`config.mk`:
```
export PLATFORM = sky130hd
export DESIGN_NAME = calc_sequencer_flat
export DESIGN_NICKNAME = d
export VERILOG_FILES = /design/src/rtl/calc_pkg.sv /design/src/rtl/calc_sequencer_if.sv /design/src/rtl/calc_exec_timer.sv /design/src/rtl/calc_sequencer.sv /design/src/flat_wrapper.sv
export SDC_FILE = /design/constraint.sdc
export NUM_CORES = 1
export LEC_CHECK = 0
export ABC_CLOCK_PERIOD_IN_PS = 2970
export CAP_MARGIN = 5
export CORE_MARGIN = 2
export CORE_UTILIZATION = 52
export CTS_CLUSTER_SIZE = 10
export DETAILED_ROUTE_END_ITERATION = 8
export PLACE_DENSITY = 0.86
export SETUP_SLACK_MARGIN = 0.1
export SLEW_MARGIN = 20
export SYNTH_ARGS = -nofsm -noshare
export SYNTH_HDL_FRONTEND = slang
export SYNTH_SLANG_ARGS = --single-unit
```
`constraint.sdc`:
```
create_clock -name clock -period 2.97 [get_ports clock]
set_clock_uncertainty 0.15 [all_clocks]
set_input_delay 0.594 -clock clock [delete_from_list [all_inputs] [get_ports clock]]
set_output_delay 0.594 -clock clock [all_outputs]
set_load 0.05 [all_outputs]
```
`src/rtl/calc_pkg.sv`:
```
// Shared types and constants for the calculator control path.
package calc_pkg;

  typedef enum logic [2:0] {
    S_A    = 3'd0,
    S_OP   = 3'd1,
    S_B    = 3'd2,
    S_EXEC = 3'd3,
    S_SHOW = 3'd4,
    S_ERR  = 3'd5
  } state_t;

  localparam logic [1:0] OP_ADD = 2'b00;
  localparam logic [1:0] OP_SUB = 2'b01;
  localparam logic [1:0] OP_MUL = 2'b10;
  localparam logic [1:0] OP_DIV = 2'b11;

  localparam logic [2:0] RES_HOLD  = 3'b000;
  localparam logic [2:0] RES_LOAD  = 3'b011;
  localparam logic [2:0] RES_CLEAR = 3'b100;

  typedef enum logic [2:0] {
    EV_NONE  = 3'd0,
    EV_DIGIT = 3'd1,
    EV_OP    = 3'd2,
    EV_EQ    = 3'd3,
    EV_CLR   = 3'd4
  } key_event_t;

  // Registered control word driven to the datapath.
  typedef struct packed {
    logic       reg_a_en;
    logic       reg_b_en;
    logic       reg_clr;
    logic       res_to_a;
    logic [1:0] alu_op;
    logic       alu_start;
    logic [2:0] res_sel;
    logic       busy;
    logic       error;
  } ctrl_t;

  // Only the highest-priority keypress of a cycle survives.
  function automatic key_event_t pick_event(input logic clr, input logic eq,
                                            input logic op, input logic digit);
    if (clr)        return EV_CLR;
    else if (eq)    return EV_EQ;
    else if (op)    return EV_OP;
    else if (digit) return EV_DIGIT;
    else            return EV_NONE;
  endfunction

endpackage

```
`src/rtl/calc_sequencer_if.sv`:
```
// Keypad events, datapath flags and datapath controls of the calculator sequencer.
interface calc_sequencer_if;
  logic       digit_valid;
  logic       op_valid;
  logic [1:0] op_code;
  logic       eq_valid;
  logic       clr_valid;
  logic       b_is_zero;
  logic       alu_done;

  logic       reg_a_en;
  logic       reg_b_en;
  logic       reg_clr;
  logic       res_to_a;
  logic [1:0] alu_op;
  logic       alu_start;
  logic [2:0] res_sel;
  logic       busy;
  logic       error;

  modport master (
    output digit_valid, op_valid, op_code, eq_valid, clr_valid, b_is_zero, alu_done,
    input  reg_a_en, reg_b_en, reg_clr, res_to_a, alu_op, alu_start, res_sel, busy, error
  );

  modport slave (
    input  digit_valid, op_valid, op_code, eq_valid, clr_valid, b_is_zero, alu_done,
    output reg_a_en, reg_b_en, reg_clr, res_to_a, alu_op, alu_start, res_sel, busy, error
  );
endinterface

```
`src/rtl/calc_exec_timer.sv`:
```
// Cycle counter for the ALU wait; expired marks the last cycle the ALU may still answer.
module calc_exec_timer #(
  parameter int TIMEOUT_CYC = 15
) (
  input  logic clock,
  input  logic reset_n,
  input  logic clear,
  input  logic enable,
  output logic expired
);
  localparam int CW = $clog2(TIMEOUT_CYC + 1);

  logic [CW-1:0] count_reg;

  always_ff @(posedge clock or negedge reset_n) begin
    if (!reset_n) begin
      count_reg <= '0;
    end else if (clear) begin
      count_reg <= '0;
    end else if (enable && (count_reg != CW'(TIMEOUT_CYC))) begin
      count_reg <= count_reg + CW'(1);
    end
  end

  // count_reg holds the number of wait cycles already elapsed before this one.
  assign expired = enable && (count_reg == CW'(TIMEOUT_CYC - 1));

endmodule

```
`src/rtl/calc_sequencer.sv`:
```
// Control FSM for the 8-bit calculator datapath.
// Define CALC_CHAIN_EN to let an operator pressed on a shown result reuse it as operand A.
module calc_sequencer
  import calc_pkg::*;
#(
  parameter int MAX_DIGITS  = 3,
  parameter int TIMEOUT_CYC = 15
) (
  input logic             clock,
  input logic             reset_n,
  calc_sequencer_if.slave bus
);
  localparam int CNT_W = $clog2(MAX_DIGITS + 1);

  state_t           state_reg, state_next;
  logic [CNT_W-1:0] count_reg, count_next;
  ctrl_t            ctrl_reg, ctrl_next;
  key_event_t       key_ev;
  logic             timer_expired;
  logic             in_exec;

  assign in_exec = (state_reg == S_EXEC);

  calc_exec_timer #(
    .TIMEOUT_CYC (TIMEOUT_CYC)
  ) u_timer (
    .clock   (clock),
    .reset_n (reset_n),
    .clear   (!in_exec),
    .enable  (in_exec),
    .expired (timer_expired)
  );

  always_ff @(posedge clock or negedge reset_n) begin
    if (!reset_n) begin
      state_reg <= S_A;
      count_reg <= '0;
      ctrl_reg  <= '0;
    end else begin
      state_reg <= state_next;
      count_reg <= count_next;
      ctrl_reg  <= ctrl_next;
    end
  end

  always_comb begin
    state_next         = state_reg;
    count_next         = count_reg;
    ctrl_next          = '0;
    ctrl_next.alu_op   = ctrl_reg.alu_op;
    ctrl_next.res_sel  = RES_HOLD;
    key_ev             = pick_event(bus.clr_valid, bus.eq_valid, bus.op_valid, bus.digit_valid);

    if (key_ev == EV_CLR) begin
      ctrl_next.reg_clr = 1'b1;
      ctrl_next.res_sel = RES_CLEAR;
      state_next        = S_A;
      count_next        = '0;
    end else begin
      case (state_reg)
        S_A: begin
          if (key_ev == EV_DIGIT && count_reg < CNT_W'(MAX_DIGITS)) begin
            ctrl_next.reg_a_en = 1'b1;
            count_next         = count_reg + CNT_W'(1);
          end else if (key_ev == EV_OP) begin
            ctrl_next.alu_op = bus.op_code;
            count_next       = '0;
            state_next       = S_OP;
          end
        end

        S_OP: begin
          if (key_ev == EV_DIGIT) begin
            ctrl_next.reg_b_en = 1'b1;
            count_next         = CNT_W'(1);
            state_next         = S_B;
          end else if (key_ev == EV_OP) begin
            ctrl_next.alu_op = bus.op_code;
          end
        end

        S_B: begin
          if (key_ev == EV_DIGIT && count_reg < CNT_W'(MAX_DIGITS)) begin
            ctrl_next.reg_b_en = 1'b1;
            count_next         = count_reg + CNT_W'(1);
          end else if (key_ev == EV_EQ) begin
            // Divide by zero is trapped before the ALU ever starts.
            if (ctrl_reg.alu_op == OP_DIV && bus.b_is_zero) begin
              ctrl_next.res_sel = RES_CLEAR;
              state_next        = S_ERR;
            end else begin
              ctrl_next.alu_start = 1'b1;
              state_next          = S_EXEC;
            end
          end
        end

        S_EXEC: begin
          // A done landing on the expiry cycle still counts as success.
          if (bus.alu_done) begin
            ctrl_next.res_sel = RES_LOAD;
            state_next        = S_SHOW;
          end else if (timer_expired) begin
            ctrl_next.res_sel = RES_CLEAR;
            state_next        = S_ERR;
          end
        end

        S_SHOW: begin
          if (key_ev == EV_DIGIT) begin
            ctrl_next.reg_clr  = 1'b1;
            ctrl_next.reg_a_en = 1'b1;
            count_next         = CNT_W'(1);
            state_next         = S_A;
          end
`ifdef CALC_CHAIN_EN
          else if (key_ev == EV_OP) begin
            ctrl_next.res_to_a = 1'b1;
            ctrl_next.alu_op   = bus.op_code;
            count_next         = '0;
            state_next         = S_OP;
          end
`endif
        end

        S_ERR: begin
          state_next = S_ERR;
        end

        default: begin
          state_next = S_A;
          count_next = '0;
        end
      endcase
    end

    ctrl_next.busy  = (state_next == S_EXEC);
    ctrl_next.error = (state_next == S_ERR);
  end

  assign bus.reg_a_en  = ctrl_reg.reg_a_en;
  assign bus.reg_b_en  = ctrl_reg.reg_b_en;
  assign bus.reg_clr   = ctrl_reg.reg_clr;
  assign bus.res_to_a  = ctrl_reg.res_to_a;
  assign bus.alu_op    = ctrl_reg.alu_op;
  assign bus.alu_start = ctrl_reg.alu_start;
  assign bus.res_sel   = ctrl_reg.res_sel;
  assign bus.busy      = ctrl_reg.busy;
  assign bus.error     = ctrl_reg.error;

endmodule
```
`src/flat_wrapper.sv`:
```
// flat-port wrapper written by rule: the top's interface ports become plain ports
module calc_sequencer_flat import calc_pkg::*;
#(
  parameter int MAX_DIGITS  = 3,
  parameter int TIMEOUT_CYC = 15
)
  (clock, reset_n, bus_digit_valid, bus_op_valid, bus_op_code, bus_eq_valid, bus_clr_valid, bus_b_is_zero, bus_alu_done, bus_reg_a_en, bus_reg_b_en, bus_reg_clr, bus_res_to_a, bus_alu_op, bus_alu_start, bus_res_sel, bus_busy, bus_error);
  calc_sequencer_if bus_i ();
  input logic clock;
  input logic reset_n;
  input wire logic [$bits(bus_i.digit_valid)-1:0] bus_digit_valid;
  input wire logic [$bits(bus_i.op_valid)-1:0] bus_op_valid;
  input wire logic [$bits(bus_i.op_code)-1:0] bus_op_code;
  input wire logic [$bits(bus_i.eq_valid)-1:0] bus_eq_valid;
  input wire logic [$bits(bus_i.clr_valid)-1:0] bus_clr_valid;
  input wire logic [$bits(bus_i.b_is_zero)-1:0] bus_b_is_zero;
  input wire logic [$bits(bus_i.alu_done)-1:0] bus_alu_done;
  output wire logic [$bits(bus_i.reg_a_en)-1:0] bus_reg_a_en;
  output wire logic [$bits(bus_i.reg_b_en)-1:0] bus_reg_b_en;
  output wire logic [$bits(bus_i.reg_clr)-1:0] bus_reg_clr;
  output wire logic [$bits(bus_i.res_to_a)-1:0] bus_res_to_a;
  output wire logic [$bits(bus_i.alu_op)-1:0] bus_alu_op;
  output wire logic [$bits(bus_i.alu_start)-1:0] bus_alu_start;
  output wire logic [$bits(bus_i.res_sel)-1:0] bus_res_sel;
  output wire logic [$bits(bus_i.busy)-1:0] bus_busy;
  output wire logic [$bits(bus_i.error)-1:0] bus_error;
  assign bus_i.digit_valid = bus_digit_valid;
  assign bus_i.op_valid = bus_op_valid;
  assign bus_i.op_code = bus_op_code;
  assign bus_i.eq_valid = bus_eq_valid;
  assign bus_i.clr_valid = bus_clr_valid;
  assign bus_i.b_is_zero = bus_b_is_zero;
  assign bus_i.alu_done = bus_alu_done;
  assign bus_reg_a_en = bus_i.reg_a_en;
  assign bus_reg_b_en = bus_i.reg_b_en;
  assign bus_reg_clr = bus_i.reg_clr;
  assign bus_res_to_a = bus_i.res_to_a;
  assign bus_alu_op = bus_i.alu_op;
  assign bus_alu_start = bus_i.alu_start;
  assign bus_res_sel = bus_i.res_sel;
  assign bus_busy = bus_i.busy;
  assign bus_error = bus_i.error;
  calc_sequencer #(.MAX_DIGITS(MAX_DIGITS), .TIMEOUT_CYC(TIMEOUT_CYC)) u_core (.clock(clock), .reset_n(reset_n), .bus(bus_i));
endmodule
```
==> impl_metrics.env <==
export IMPL_total_switching_power_mw=0.141
export IMPL_post_synth_xor_area_fraction_pct=0.821
export IMPL_finalSetupTns_ps=0
export IMPL_cts_made_buffers=3
export IMPL_reg2reg_setup_slack_ps=850
export IMPL_slowest_stage="sky130_fd_sc_hd__clkdlybuf4s50_1"
export IMPL_post_cts_setup_buffers=0
export IMPL_setup_violations=0
export IMPL_syn_nets=120
export IMPL_leakage_nw=0.555
export IMPL_p_clk_share_pct=25.9
export IMPL_postSynthCellCount=107
export IMPL_number_of_sinks_handled_by_clock_tree_synthesis=19
export IMPL_share_of_the_synthesized_area_in_compound_gates_ao_oa_aoi_oai_pct=16.1
export IMPL_cts_hold_buffers=0
export IMPL_cts_tree="built"
export IMPL_dominant_combinational_cell_family_by_area_after_synthesis="simple AND/OR/NAND/NOR gates"
export IMPL_nets=140
export IMPL_worst_pin_slew_ps=807
export IMPL_power_density_nw_per_um2=381
export IMPL_routed_wl_mm=2.18
export IMPL_synth_avg_cell_area_um2=9.97
export IMPL_startpoint_type="input port"
export IMPL_synth_seq_area_share_pct=44.5
export IMPL_ys_warnings_count=0
export IMPL_worst_ep_arrival_time_ps=2390
export IMPL_total_power_mw=0.499
export IMPL_hold_class="flop to flop"
export IMPL_core_area_um2=1940
export IMPL_worstPathMaxFanout=8
export IMPL_seq_power_share_pct=55.0
export IMPL_drc=0
export IMPL_finalNonFillerCells=153
export IMPL_h_tree_depth=1
export IMPL_cts_path_max_buffers=2
export IMPL_yosys_area_share_adder_pct=3.52
export IMPL_cts_root_buffer_cell="sky130_fd_sc_hd__clkbuf_4"
export IMPL_timing_hold_ws_ps=391
export IMPL_top_level_ports=22
export IMPL_drt_iter0_markers=19
export IMPL_post_cts_resize_count=0
export IMPL_yosys_area_top_type_share_pct=44.5
export IMPL_yosys_top_cells_area="sky130_fd_sc_hd__dfrtp_1 (45%), sky130_fd_sc_hd__a211oi_1 (3.5%), sky130_fd_sc_hd__ha_1 (3.5%)"
export IMPL_power_ir_vdd_worst_uv=252
export IMPL_drt_first_pass_iters=4
export IMPL_hpwlAfterDp_mm=1.63
export IMPL_synth_seq_cells=19
export IMPL_post_drt_via_cell_ratio=5.80
export IMPL_timing_hold_violations_final=0
export IMPL_worstSetupEndpointType="flop"
export IMPL_antenna_left=0
export IMPL_synth_lib_cells_used_distinct=40
export IMPL_drive_above_1_share_pct=8.73
export IMPL_cell_internal_pwr_mw=0.358
export IMPL_switching_share_pct=28.2
export IMPL_die_width_um=49.3
export IMPL_grtUsageTotal_pct=20.0
export IMPL_yosysMostFrequentCell="sky130_fd_sc_hd__dfrtp_1"
export IMPL_via_count=887
export IMPL_grt_start_max_net_pins=20
export IMPL_max_clock_freq_ghz=0.425
export IMPL_gpl_final_weighted_congestion=0.854
export IMPL_synth_cell_area_um2=1070
export IMPL_max_transition_margin_pct=46.0
export IMPL_setup_repair_after_global_routing_missed_its_margin="no"
export IMPL_final_period_minus_worst_setup_slack_ps=2350
export IMPL_critical_path_buf_inv_count=1
export IMPL_grt_overflow_total=0
export IMPL_number_of_global_route_vias_before_repair=837
export IMPL_post_synth_top_area_cell="sky130_fd_sc_hd__dfrtp_1"
export IMPL_drv_cap=0
export IMPL_area_growth_pct=22.6
export IMPL_timing_critical_path_cells="clkdlybuf4s50_1 -> or3b_4 -> or3_4 -> o221a_4 -> mux2i_1"
export IMPL_combinational_share_of_power_pct=19.2
export IMPL_cp_top_family="simple AND/OR/NAND/NOR gates"
export IMPL_clkSlewWorstSetupHoldPaths_ps=100
export IMPL_buffer_ports_inserted=20
export IMPL_numPlacedInstances=149
export IMPL_insertedDiodeCount=0
export IMPL_outcome="completed"
export IMPL_post_route_worst_setup_slack_ps=617
export IMPL_rows=16
export IMPL_slew_violations=0
export IMPL_clkLatencyLatePin_ps=290
export IMPL_synth_async_reset_ratio_pct=100
export IMPL_crit_path_max_incr_delay_ps=560
export IMPL_synthMuxAreaShare_pct=3.99
export IMPL_die_h_um=49.3
export IMPL_wire_per_inst_um=14.2
export IMPL_ys_flop_type="sky130_fd_sc_hd__dfrtp_1"
export IMPL_fp_dieArea_um2=2430
export IMPL_finalCritPeriodShare_pct=79.2
export IMPL_largest_register_ff_count=4
export IMPL_critPathRequiredTime_ps=3000
export IMPL_synth_simple_gate_area_share_pct=26.1
export IMPL_synth_edff_count=0
export IMPL_initial_core_util_pct=55.0
export IMPL_post_place_ws_ps=311
export IMPL_first_pass_grt_wire_length_mm=3.73
export IMPL_grt_antenna_before_repair=0
export IMPL_critical_path_class="input port to flop"
export IMPL_most_common_library_cells_after_synthesis="sky130_fd_sc_hd__dfrtp_1 (19), sky130_fd_sc_hd__nor2_1 (8)"
-- worst reg2reg max path, stage by stage, from the launching register on --
cell and delay, ps:
sky130_fd_sc_hd__dfrtp_1 570, sky130_fd_sc_hd__nor3b_1 480, sky130_fd_sc_hd__nor4b_1 510, sky130_fd_sc_hd__a221oi_2 80, sky130_fd_sc_hd__a211oi_1 240
-- metal layers --
layer / vias to the layer above / global-route usage [%] / wire (um)
met4: 0 / 8.57 / 51
met5: - / 0 / 0
met2: 33 / 35.6 / 1110
li1: 425 / - / -
met3: 7 / 2.76 / 115
met1: 422 / 24.0 / 906
-- final timing paths --
| kind | startpoint | endpoint | cells past startpoint |
|---|---|---|---|
| hold reg to reg | u_core.bus.alu_op[1] | u_core.bus.alu_op[1] | 1 |
| max in group asynchronous | reset_n | u_core.bus.busy | 1 |
| min in group asynchronous | reset_n | u_core.bus.reg_b_en | 1 |
| setup / recovery | bus_clr_valid | u_core.count_reg[1] | 5 |
| setup reg to reg | u_core.state_reg[1] | u_core.state_reg[2] | 4 |
| hold / removal | u_core.bus.alu_op[1] | u_core.bus.alu_op[1] | 1 |
-- stage by stage --
step,instance area (um^2),utilization [%]
6_report,1310,67.4
4_1_cts,1310,67.4
3_5_place_dp,1280,66.0
5_1_grt,1310,67.4
3_3_place_gp,1280,66.0
2_1_floorplan,1070,-
-- cell families (layout without fill, tap and decap cells) --
family	count (synthesis)	after routing
AND/OR/NAND/NOR	46	46
AO/OA/AOI/OAI	22	22
adder cells (fa/ha/maj)	3	3
XOR/XNOR	1	1
multiplexers	4	4
flip-flops	19	19
buffers and inverters	11	30
other	1	1
-- layout by cell type, fill, tap and decap left out, drive strengths merged, types with 3 or more instances in the layout --
master,instances
a211oi,5
a21oi,3
clkbuf,4
clkdlybuf4s50,20
dfrtp,19
ha,3
inv,4
nand2,5
nand2b,4
nand3,4
nor2,8
nor2b,4
nor3,5
nor3b,3
o21ai,5
or3b,3
-- area by class of cell --
type                       instances  area, um^2
sequential                        19         475
clock buffer                       4        26.3
fill                             169         633
timing repair buffer              22         215
inverter                           4        15.0
multi-input combinational         77         543
tap                               27        33.8
-- power groups by stage --
stage | clock (mW) | sequential (mW) | combinational (mW)
3_5_place_dp | 0 | 0.279 | 0.0957
4_1_cts | 0.134 | 0.274 | 0.0961
2_1_floorplan | 0 | 0.303 | 0.0314
5_1_grt | 0.140 | 0.275 | 0.102
3_3_place_gp | 0 | 0.279 | 0.0936
6_report | 0.129 | 0.274 | 0.0956
No activity file was read; power rests on OpenSTA's default activity.
